<file path="src/rtl/uart_tx_fifo.sv">
// uart_tx_fifo: UART transmitter fed by a synchronous FIFO.
// Everything runs on clk. A per-bit clock-enable counter sets the baud rate.
// The frame format is captured when a word is popped, so cfg_* inputs may be
// changed at any time without corrupting the frame on the line.
module uart_tx_fifo #(
    parameter int DATA_W     = 8,
    parameter int FIFO_DEPTH = 16,
    parameter int DIV_W      = 16
) (
    input  logic                          clk,
    input  logic                          rst,
    input  logic [DIV_W-1:0]              cfg_div,
    input  logic [3:0]                    cfg_bits,
    input  logic [1:0]                    cfg_par,
    input  logic                          cfg_stop,
    input  logic                          tx_en,
    input  logic                          in_valid,
    input  logic [DATA_W-1:0]             in_data,
    output logic                          in_ready,
    output logic                          txd,
    output logic                          tx_busy,
    output logic                          frame_done,
    output logic [$clog2(FIFO_DEPTH):0]   fifo_count
);

    localparam int AW = $clog2(FIFO_DEPTH);
    localparam int CW = AW + 1;

    typedef enum logic [2:0] {
        IDLE,
        START,
        DATA,
        PARITY,
        STOP
    } state_t;

    // ------------------------------------------------------------------
    // FIFO storage and pointers
    // ------------------------------------------------------------------
    logic [DATA_W-1:0] mem [FIFO_DEPTH];
    logic [AW-1:0]     wr_ptr;
    logic [AW-1:0]     rd_ptr;
    logic [DATA_W-1:0] rd_word;
    logic              push;
    logic              pop;

    assign in_ready = (fifo_count != CW'(FIFO_DEPTH));
    assign push     = in_valid && in_ready;
    assign rd_word  = mem[rd_ptr];

    // Storage array: written on every accepted push, no reset needed.
    always_ff @(posedge clk) begin
        if (push) begin
            mem[wr_ptr] <= in_data;
        end
    end

    // Pointers and occupancy; simultaneous push and pop leave the count alone.
    always_ff @(posedge clk or negedge rst) begin
        if (!rst) begin
            wr_ptr     <= '0;
            rd_ptr     <= '0;
            fifo_count <= '0;
        end else begin
            if (push) begin
                wr_ptr <= wr_ptr + AW'(1);
            end
            if (pop) begin
                rd_ptr <= rd_ptr + AW'(1);
            end
            case ({push, pop})
                2'b10:   fifo_count <= fifo_count + CW'(1);
                2'b01:   fifo_count <= fifo_count - CW'(1);
                default: fifo_count <= fifo_count;
            endcase
        end
    end

    // ------------------------------------------------------------------
    // Launch-time preparation of the head word
    // ------------------------------------------------------------------
    logic [3:0]        eff_bits;
    logic [DATA_W-1:0] launch_word;
    logic              launch_par;

    // Resolve the bit count, mask unused data bits and precompute parity.
    always_comb begin
        eff_bits    = cfg_bits;
        launch_word = '0;
        if (cfg_bits == 4'd0 || cfg_bits > 4'(DATA_W)) begin
            eff_bits = 4'(DATA_W);
        end
        for (int unsigned i = 0; i < DATA_W; i++) begin
            launch_word[i] = rd_word[i] && (i < 32'(eff_bits));
        end
        launch_par = (cfg_par == 2'b01) ? ~^launch_word : ^launch_word;
    end

    // ------------------------------------------------------------------
    // Frame sequencer
    // ------------------------------------------------------------------
    state_t            state;
    state_t            state_next;
    logic [DIV_W-1:0]  baud_cnt;
    logic [DIV_W-1:0]  div_l;
    logic [3:0]        bits_l;
    logic [3:0]        bit_idx;
    logic [DATA_W:0]   data_sh;
    logic              par_en_l;
    logic              par_bit_l;
    logic              stop_l;
    logic              stop_idx;
    logic              bit_end;
    logic              last_data;
    logic              stop_end;
    logic              launch_ok;
    logic              txd_next;

    assign launch_ok = tx_en && (fifo_count != '0);
    assign bit_end   = (state != IDLE) && (baud_cnt == div_l);
    assign last_data = (bit_idx == bits_l - 4'd1);
    assign stop_end  = (state == STOP) && bit_end && (stop_idx == stop_l);
    // A launch pops from IDLE, or from the final stop cycle for back-to-back frames.
    assign pop       = launch_ok && ((state == IDLE) || stop_end);

    // State register and registered serial output.
    always_ff @(posedge clk or negedge rst) begin
        if (!rst) begin
            state <= IDLE;
            txd   <= 1'b1;
        end else begin
            state <= state_next;
            txd   <= txd_next;
        end
    end

    // Next-state logic.
    always_comb begin
        state_next = state;
        case (state)
            IDLE: begin
                if (launch_ok) begin
                    state_next = START;
                end
            end
            START: begin
                if (bit_end) begin
                    state_next = DATA;
                end
            end
            DATA: begin
                if (bit_end && last_data) begin
                    state_next = par_en_l ? PARITY : STOP;
                end
            end
            PARITY: begin
                if (bit_end) begin
                    state_next = STOP;
                end
            end
            STOP: begin
                if (stop_end) begin
                    state_next = launch_ok ? START : IDLE;
                end
            end
            default: state_next = IDLE;
        endcase
    end

    // Outputs: line level for the upcoming cycle, busy and end-of-frame strobe.
    always_comb begin
        tx_busy    = (state != IDLE);
        frame_done = stop_end;
        txd_next   = 1'b1;
        case (state_next)
            START:   txd_next = 1'b0;
            // data_sh shifts on the same edge a data bit ends, so the bit
            // about to go out is data_sh[1] then and data_sh[0] otherwise.
            DATA:    txd_next = (state == DATA && bit_end) ? data_sh[1] : data_sh[0];
            PARITY:  txd_next = par_bit_l;
            default: txd_next = 1'b1;
        endcase
    end

    // Baud counter: restarts at every bit boundary and idles at zero.
    always_ff @(posedge clk or negedge rst) begin
        if (!rst) begin
            baud_cnt <= '0;
        end else if (state == IDLE || bit_end) begin
            baud_cnt <= '0;
        end else begin
            baud_cnt <= baud_cnt + DIV_W'(1);
        end
    end

    // Frame datapath: capture word and format at launch, then step through bits.
    always_ff @(posedge clk or negedge rst) begin
        if (!rst) begin
            data_sh   <= '0;
            bits_l    <= '0;
            bit_idx   <= '0;
            par_en_l  <= 1'b0;
            par_bit_l <= 1'b0;
            stop_l    <= 1'b0;
            stop_idx  <= 1'b0;
            div_l     <= '0;
        end else if (pop) begin
            data_sh   <= {1'b0, launch_word};
            bits_l    <= eff_bits;
            bit_idx   <= '0;
            par_en_l  <= cfg_par[0] ^ cfg_par[1];
            par_bit_l <= launch_par;
            stop_l    <= cfg_stop;
            stop_idx  <= 1'b0;
            div_l     <= cfg_div;
        end else begin
            if (state == DATA && bit_end) begin
                bit_idx <= bit_idx + 4'd1;
                data_sh <= data_sh >> 1;
            end
            if (state == STOP && bit_end) begin
                stop_idx <= ~stop_idx;
            end
        end
    end

endmodule

</file>
<file path="config.mk">
export PLATFORM = sky130hd
export DESIGN_NAME = uart_tx_fifo
export DESIGN_NICKNAME = d
export VERILOG_FILES = /design/src/rtl/uart_tx_fifo.sv
export SDC_FILE = /design/constraint.sdc
export NUM_CORES = 1
export LEC_CHECK = 0
export BUFFER_PORTS_ARGS = -buffer_cell sky130_fd_sc_hd__buf_2
export CAP_MARGIN = 40
export CORE_MARGIN = 3
export CORE_UTILIZATION = 45
export DETAILED_ROUTE_END_ITERATION = 10
export PLACE_DENSITY_LB_ADDON = 0.15
export SYNTH_ARGS = -nofsm -noshare
export SYNTH_HDL_FRONTEND = slang
export SYNTH_SLANG_ARGS = --single-unit
</file>
<file path="constraint.sdc">
create_clock -name clk -period 4.3 [get_ports clk]
set_clock_uncertainty 0.2 [all_clocks]
set_input_delay 0.43 -clock clk [delete_from_list [all_inputs] [get_ports clk]]
set_output_delay 0.43 -clock clk [all_outputs]
set_load 0.02 [all_outputs]
</file>
After elaboration in Yosys (flattened, before gate mapping)
Memory sizes are Yosys's and may differ from the RTL's.
Cells that the tools add are included.

word-level totals
  memory bits (writable) = 128
  memories = 1
  flip-flop bits (word level) = 70
  bits of input ports = 35
  logic and storage cells = 97

memory list
  memory  words  bits a word  rd ports  clocked after Yosys merged registers in  wr ports  RTL line  RTL
  mem     16     8            1         0                                        1         40        logic [DATA_W-1:0] mem [FIFO_DEPTH];

operators by class
  multiplexer cells = 22
  reductions and logical operators = 28
  order comparisons = 9
  add/subtract/negate cells = 7
  equal/unequal tests = 14
  bitwise operators = 2

operators by type and width
  kind                     count
  $mux W3                  6
  $mux W9                  2
  $add A16 B1 Y16 const B  1
  $eq A16 B16 Y1           1
  $logic_and A1 B1 Y1      16
  $lt A3 B4 Y1 const A     4
  $mux W16                 1
  $pmux W3 S5              1
  $add A4 B1 Y4 const B    3
  $eq A3 B2 Y1 const B     4
  $mux W4                  3
  $pmux W5 S2              1
  $lt A1 B4 Y1 const A     2
  $lt A2 B4 Y1 const A     2
  $reduce_xnor A8 Y1       1
  $reduce_xor A8 Y1        1
  $mux W1                  7
  $eq A3 B1 Y1 const B     2
  $reduce_bool A2 Y1       3
  $add A5 B1 Y5 const B    1
  $ne A5 B5 Y1 const B     1
  $reduce_bool A5 Y1       1
  $sub A5 B1 Y5 const B    1
  $eq A2 B1 Y1 const B     2
  other kinds (13)         15

Logic depth before layout (Yosys ltp)
Gate-level depths: netlist of the first run.

  depth after elaboration = 8
  gate-level depth with buffers = 15
  mapped depth without buffers = 12

Least setup slack after synthesis of the first run
OpenSTA, ideal clock, no wires.

  path kind = register to register
  start point = register baud_cnt[2]
  end point = register fifo_count[4]
  path slack = 678 ps
  stages on the path, launching flop included = 16
  arrival time = 3290 ps
  cell sequence = dfrtp_1 xor2_1 nor4_1 nand4_1 o21ai_0 and4_1 buf_2 buf_2 buf_2 ha_1 ha_1 a21o_1 a21oi_1 xor2_1 nor2_1 xor2_1

between the ends
  cells in the longest elaborated chain, start to end = 8
  elaborated cells between the ends (all ways) = 10
  those cells by class = eq/ne (3); mux (1); reduce/logical (6)

RTL lines
  element                                            RTL line  RTL
  start: declaration                                 104       logic [DIV_W-1:0] baud_cnt;
  start signal: assignment                           192       baud_cnt <= baud_cnt + DIV_W'(1);
  $eq A16 B16 Y1 *                                   120       assign bit_end = (state != IDLE) && (baud_cnt == div_l);
  $logic_and A1 B1 Y1 *                              120
  $logic_and A1 B1 Y1 * (2 in a row)                 122       assign stop_end = (state == STOP) && bit_end && (stop_idx == stop_l);
  $logic_or A1 B1 Y1 *                               124       assign pop = launch_ok && ((state == IDLE) || stop_end);
  $logic_and A1 B1 Y1 *                              124
  $eq A2 B1 Y1 or $eq A2 B2 Y1 (tied branches)       71        case ({push, pop})
  $pmux W5 S2 or $reduce_bool A2 Y1 (tied branches)  --
  end signal: assignment                             72        2'b10: fifo_count <= fifo_count + CW'(1);
  end signal: assignment                             73        2'b01: fifo_count <= fifo_count - CW'(1);
  end signal: assignment                             74        default: fifo_count <= fifo_count;
  end: declaration                                   23        output logic [$clog2(FIFO_DEPTH):0] fifo_count

Mark *: on every way between the ends. The rest lies on a longest branch, timed or not.
A chain may end at the register's enable or synchronous reset.

Worst setup path in the final report of the first run
  start point = register baud_cnt[0]
  end point = register fifo_count[4]

The elaborated chain is that of the path after synthesis.

==> results of run 1 <==
-- cells in the mapped netlist, types with 7 or more instances --
library cell,count,area share [%]
a21oi_1,12,0.69
buf_2,8,0.46
clkbuf_1,7,0.30
dfrtp_1,68,20
edfxtp_1,128,44
ha_1,13,1.9
inv_1,13,0.56
mux2_2,25,3.2
mux2i_1,14,1.6
mux4_1,21,6.4
mux4_2,10,2.6
nand2_1,24,1.0
nand2b_1,7,0.50
nand3_1,16,0.92
nor2_1,44,1.9
nor3_1,12,0.69
o21ai_0,16,0.92
xnor2_1,19,1.9
xor2_1,33,3.3
-- sequential cells by signal (all words and copies together), names as in the netlist --
| register | cells |
|---|---|
| baud_cnt | 16 |
| par_bit_l | 1 |
| fifo_count | 5 |
| state | 3 |
| txd | 1 |
| bit_idx | 4 |
| stop_idx | 1 |
| par_en_l | 1 |
| data_sh | 8 |
| wr_ptr | 4 |
| div_l | 16 |
| stop_l | 1 |
| rd_ptr | 4 |
| bits_l | 4 |
| mem | 128 |
-- power by group --
part,internal [mW],switching [mW]
sequential,2.40,0.329
clock,0.840,0.779
combinational,0.998,0.910
total,4.24,2.02
-- critical path, cell delays in order, from the launching register on --
cell and delay [ns]:
dfrtp_1 0.46, xor2_1 0.17, nor4_1 0.33, nand4_1 0.13, buf_4 0.19, o21ai_0 0.26, and4_2 0.29, ha_1 0.27
ha_1 0.31, a21o_1 0.17, a21oi_1 0.17, xor2_1 0.16, nor2_1 0.06, xor2_1 0.14
-- logic make-up after synthesis --
| group | Yosys count |
|---|---|
| buf+inv | 38 |
| simple gates | 142 |
| flops | 197 |
| mux | 71 |
| compound gates | 46 |
| xor+xnor | 55 |
| fa+ha+maj | 14 |
-- how the worst max path moves through the flow --
stage          depth (start not counted)    startpoint             to
6_report                              13   baud_cnt[0]  fifo_count[4]
5_1_grt                               13  baud_cnt[11]  fifo_count[4]
4_1_cts                               13   baud_cnt[1]  fifo_count[4]
3_5_place_dp                          13   baud_cnt[0]  fifo_count[4]
3_3_place_gp                          13   baud_cnt[1]  fifo_count[4]
2_1_floorplan                         15   baud_cnt[2]  fifo_count[4]
-- cells in the final DEF (no fill, tap or decap), drive strengths merged, types with 3 or more instances in the layout --
master,instances
edfxtp,128
dfrtp,68
buf,68
nor2,44
xor2,34
mux4,31
mux2,26
nand2,24
inv,21
xnor2,19
clkbuf,17
o21ai,16
nand3,16
mux2i,14
ha,13
a21oi,12
nor3,12
nand2b,7
nor4,6
nand4,6
nor2b,6
or3,5
a211oi,5
clkinv,5
a221oi,4
and3,4
nand3b,4
and2,3
a22oi,3
-- layout make-up --
type | count | area (um2) | area share [%]
clock buffers | 17 | 425.4 | 4.272
clock inverters | 15 | 182.7 | 1.835
inverters | 13 | 48.80 | 0.4901
multi-input cells | 328 | 2917 | 29.29
flip-flops and latches | 197 | 5573 | 55.97
well taps | 260 | 325.3 | 3.267
repair buffers | 69 | 485.5 | 4.876
-- metrics by stage --
| step | hold slack [ns] | utilization (%) | cells |
|---|---|---|---|
| 2_1_floorplan | -0.06559 | - | 563 |
| 3_3_place_gp | 0.2813 | 48.56 | 848 |
| 3_5_place_dp | 0.2846 | 49.59 | 866 |
| 4_1_cts | 0.004332 | 52.88 | 899 |
| 5_1_grt | 0.003885 | 52.88 | 899 |
| 6_report | 0.02299 | 52.88 | 899 |
-- per-layer routing --
layer | vias to the layer above | wire length (um)
li1 | 2244 | -
met1 | 2423 | 7518
met2 | 74 | 8417
met3 | 18 | 628
met4 | 0 | 203
met5 | - | 0
==> run_results.csv, run 1 <==
group,metric,value,unit
die,die-area,20980,um2
cts,cts_htree_levels,4,
cts,hold_buffers,1,
critical_path,r2r_cells,13,
logic_synthesis,yosys.area_share.adder,2.105,%
place,portBuffers,43,
route,post_drt_wl_per_cell,18.65,um
logic_synthesis,synthMuxAreaShare,13.99,%
logic_synthesis,yosysSeqAreaShare,64.21,%
min_path,min_to,"div_l[4]",
logic_synthesis,synth_compound_area_share,3.273,%
sta,setup_viol,0,
critical_path,r2r_slack,0.88,ns
die,die_h,144.9,um
global_routing,grt_usage,17.18,%
finish,final_nets,675,
global_routing,overflow,0,
die,die_w,144.9,um
finish,fillCellCount,1585,
sta,drv_slew,0,
critical_path,worstReg2RegEnd,"fifo_count[4]",
power,power.leakage,3.791,nW
global_routing,antenna_found_initial,0,
cts,cts_max_path_buffers,2,
logic_synthesis,yosys.area_share.simple,8.046,%
finish,insertedDiodeCount,0,
cts,clk_latency,0.44,ns
sta,timing.final.crit_period,3.418,ns
die,ioPinCount,44,
finish,area_delta_synth_final,14.75,%
critical_path,start_kind,"register",
global_routing,top_usage_layer,"met2",
die,core,18830,um2
logic_synthesis,syn-num-nets,612,
sta,fmax,0.2926,GHz
die,initial_core_util,46.08,%
critical_path,timing.rr.start,"baud_cnt[0]",
critical_path,critPathKind,"register to register",
cts,clockRootBuffer,"clkbuf_16",
route,num_vias,4759,
place,pre_cts_slack,0.9258,ns
logic_synthesis,async_reset_ff_share,35.03,%
sta,fin_ws,0.8824,ns
critical_path,cp_max_fo,10,
sta,fin_tns_setup,0,ns
power,ir_drop,0.3193,mV
logic_synthesis,synth_cell_types,48,
logic_synthesis,syn-cell-area,8677,um2
min_path,min_from,"cfg_div[4]",
cts,path_clk_slew,0.08,ns
route,via_per_inst,5.294,
sta,relSlewSlack,43.93,%
logic_synthesis,synth_warnings,0,
global_routing,grt_pass1_wl,26750,um
status,status,"completed",
logic_synthesis,synth_top_family_by_area,"multiplexers",
logic_synthesis,synth_ff_type,"edfxtp_1",
sta,tightest_slew,0.8380,ns
sta,fin_crit_sh,79.48,%
power,p_total,6.254,mW
finish,postLayoutCellArea,9957,um2
logic_synthesis,ys_ff_latch,197,
global_routing,use_met2,28.64,%
sta,rsz0062_at_grt,"false",
sta,hold_violations,0,
logic_synthesis,synthCells,563,
die,rows,50,
min_path,whs_path_depth,2,
global_routing,grt_start_max_net_pins,53,
route,drt_iter0_drc,231,
route,firstDrtPassIters,4,
power,p_per_area,628.1,nW/um2
job,cap_violations,0,
cts,postCtsSetupBuffers,0,
logic_synthesis,synthXorXnorAreaFrac,5.955,%
place,dp_hpwl,11650,um
global_routing,grtUsageMet3,4.075,%
global_routing,gr-usage-met1,22.78,%
route,drcViolationCount,0,
logic_synthesis,avgSynthCellArea,15.41,um2
place,gp_congestion,0.7745,
place,placed_cell_area,9339,um2
critical_path,cp-end-kind,"register",
cts,clock-sinks,197,
finish,final_layout_size_suffix_gt1_share,23.32,%
cts,ctsResizeCount,0,
route,ant_nets,0,
critical_path,worstPathRequired,4.43,ns
cts,numCtsBuffers,17,
min_path,hp-class,"input port to register",
cts,cts_tree,"built",
route,wirelength,16770,um
global_routing,grt_pass1_vias,4934,
logic_synthesis,synth_enable_flop_cells,128,
critical_path,cp.arrival,3.54,ns
(Power assumes the default switching activity.)
==> run 2: changes to the inputs <==
Settings changed: ABC_AREA set to 1.
Clock period 4.3 ns to 3.35 ns, I/O delays scaled along.
==> run 2 against run 1 <==
  * Area after synthesis increased by 3.6%
  * Synthesized cell count increased by 61%
  * Wire length increased by 16%
  * Total power decreased by 23%
  * Critical path depth increased by 3
  * Hold slack got worse by 0.0063 ns
  * Largest power group unchanged
==> run_results.csv, run 2 <==
group,metric,value,unit
route,num_vias,6200,
die,die_h,147.3,um
die,die-area,21700,um2
die,rows,51,
critical_path,max_stage_delay,0.42,ns
sta,fin_ws,0.2629,ns
sta,relSlewSlack,42.14,%
critical_path,crit_path_cell_trace,"xor2_1 > nor2_1 > nand2_1 > nor3_2 > nand4_1 > nand2_1 > nand2_2 > clkinv_2 > ha_1 > ha_1 > a21o_1 > a21oi_1 > inv_1 > a21oi_1 > o21ai_0 > xor2_1",
critical_path,crit_family,"simple AND/OR/NAND/NOR gates",
logic_synthesis,synth_top_family_by_area,"simple AND/OR/NAND/NOR gates",
finish,final_common_cell,"nand2_1",
die,initial_core_util,46.03,%
global_routing,grt_usage,18.80,%
logic_synthesis,synth_top_cell_area_share,42.77,%
sta,rsz0062_at_grt,"false",
sta,hold_violations,0,
critical_path,cp_max_fo,6,
logic_synthesis,syn-num-nets,955,
power,internal_power,3.660,mW
logic_synthesis,synthMuxAreaShare,0,%
route,firstDrtPassIters,5,
sta,drv_slew,0,
global_routing,grt_start_max_net_pins,61,
route,via_per_inst,4.964,
logic_synthesis,synthCells,906,
place,dp_hpwl,12550,um
logic_synthesis,synth_enable_flop_cells,128,
critical_path,start_kind,"register",
die,die_w,147.3,um
finish,final_layout_size_suffix_gt1_share,12.30,%
logic_synthesis,yosys.area_share.simple,22.69,%
min_path,hp-class,"input port to register",
job,cap_violations,0,
cts,ctsResizeCount,0,
logic_synthesis,yosysMostFrequentCell,"nand2_1",
place,pre_cts_slack,0.2805,ns
cts,cts_max_path_buffers,2,
sta,fin_crit_sh,92.15,%
route,ant_nets,0,
place,portBuffers,43,
logic_synthesis,synth_ff_type,"edfxtp_1",
sta,tightest_slew,0.8647,ns
sta,fin_tns_setup,0,ns
power,p_per_area,466.3,nW/um2
critical_path,slowest_stage,"dfrtp_1",
logic_synthesis,synth_compound_area_share,4.636,%
cts,path_clk_slew,0.08,ns
global_routing,grt_pass1_wl,31610,um
power,power.leakage,4.433,nW
logic_synthesis,synth_cell_types,42,
route,post_drt_wl_per_cell,15.61,um
route,drcViolationCount,0,
sta,setup_viol,0,
cts,numCtsBuffers,17,
sta,timing.final.crit_period,3.087,ns
cts,cts_htree_levels,4,
power,swShare,23.73,%
logic_synthesis,synth.area.top_cells,"edfxtp_1, dfrtp_1, nand2_1, nand3_1, nor2_1",
cts,clk_latency,0.44,ns
logic_synthesis,yosysSeqAreaShare,61.99,%
cts,clock-sinks,197,
logic_synthesis,ys_ff_latch,197,
logic_synthesis,synth_area_leader_cell,"edfxtp_1",
logic_synthesis,syn-cell-area,8987,um2
die,ioPinCount,44,
cts,cts_tree,"built",
finish,final_cell_mix,"nand2_1, edfxtp_1, nand3_1",
finish,largest_reg_flops,128,
power,p_comb_share,2.3,%
finish,regMostFlops,"mem",
critical_path,cp_num_buf_inv,2,
logic_synthesis,async_reset_ff_share,35.03,%
logic_synthesis,yosys.area_share.adder,2.033,%
global_routing,grt_pass1_vias,6086,
place,gp_congestion,0.8211,
logic_synthesis,avgSynthCellArea,9.920,um2
cts,clockRootBuffer,"clkbuf_16",
sta,fmax,0.3239,GHz
finish,area_delta_synth_final,14.51,%
finish,fin_util,52.70,%
finish,fillCellCount,1748,
finish,reg_top3,"mem: 128 flops, baud_cnt: 16 flops, div_l: 16 flops",
logic_synthesis,synth_warnings,0,
die,core,19530,um2
power,power_frac_clock,43.8,%
critical_path,worstPathRequired,3.47,ns
route,wirelength,19500,um
finish,insertedDiodeCount,0,
critical_path,cp-end-kind,"register",
logic_synthesis,synth_commonest_cells,"nand2_1, edfxtp_1, nand3_1",
global_routing,antenna_found_initial,0,
power,power_switching,1.139,mW
power,seqPwrFrac,54.0,%
finish,final_nets,1020,
route,drt_iter0_drc,303,
logic_synthesis,synthXorXnorAreaFrac,3.118,%
critical_path,cp.arrival,3.21,ns
status,status,"completed",
global_routing,overflow,0,
power,ir_drop,0.3106,mV
critical_path,critPathKind,"register to register",
## run 2: cell type report
cell class | instances | area, um2 | area share [%]
tap | 265 | 331.6 | 3.222
inverter | 78 | 296.5 | 2.881
clock buffer | 17 | 425.4 | 4.134
sequential | 197 | 5573 | 54.15
clock inverter | 15 | 192.7 | 1.872
timing repair buffer | 75 | 553.0 | 5.374
multi-input combinational | 602 | 2919 | 28.36
## run 2: power groups by stage
stage	Sequential, mW	Combinational (mW)	Clock [mW]
after global placement	2.64	0.0888	0
after global routing	2.59	0.125	2.21
final	2.59	0.109	2.10
after floorplan	2.64	0.0203	0
after CTS	2.59	0.112	2.14
after detailed placement	2.64	0.0934	0
## run 2: metrics by stage
stage | area (um2) | std cells | power [mW] | hold WS (ns)
after floorplan | 8987 | 906 | 2.665 | -0.1606
after global placement | 9438 | 1195 | 2.732 | 0.2666
after detailed placement | 9473 | 1197 | 2.737 | -0.009138
after CTS | 10290 | 1249 | 4.839 | 0.001121
after global routing | 10290 | 1249 | 4.930 | 0.04847
final | 10290 | 1249 | 4.799 | 0.01673
## run 2: cell families after synthesis
| kind of cell | Yosys count |
|---|---|
| adders and majority gates | 14 |
| xor gates and xnor gates | 32 |
| buffers and inverters | 107 |
| and+or+nand+nor | 483 |
| DFF | 197 |
| AOI/OAI and AO/OA | 73 |
## run 2: what timing repair did
| item | in CTS | in global routing |
|---|---|---|
| hold buffers | 20 | 0 |
| hold endpoints to repair | 87 | 0 |
| setup buffers | 0 | 0 |
## run 2: routing by layer
layer  track usage (%)  wire length (um)
met2             32.19              9655
met4             4.613               261
met5                 0                 0
met1             24.84              8863
met3             3.701               715
## run 2: path summary, 6_finish.rpt
path	cells past startpoint	to	slack [ns]	from
max	16	fifo_count[4]	0.26	baud_cnt[2]
min	3	bits_l[1]	0.02	cfg_bits[1]
max reg2reg	16	fifo_count[4]	0.26	baud_cnt[2]
min reg2reg	2	par_bit_l	0.29	par_bit_l
max in group asynchronous	3	txd	2.30	rst
min in group asynchronous	2	rd_ptr[1]	0.08	rst
## run 2: tightest hold or removal path, stage by stage
cell and delay [ns]:
buf_2 0.11, nand2_1 0.09, o21ai_1 0.07
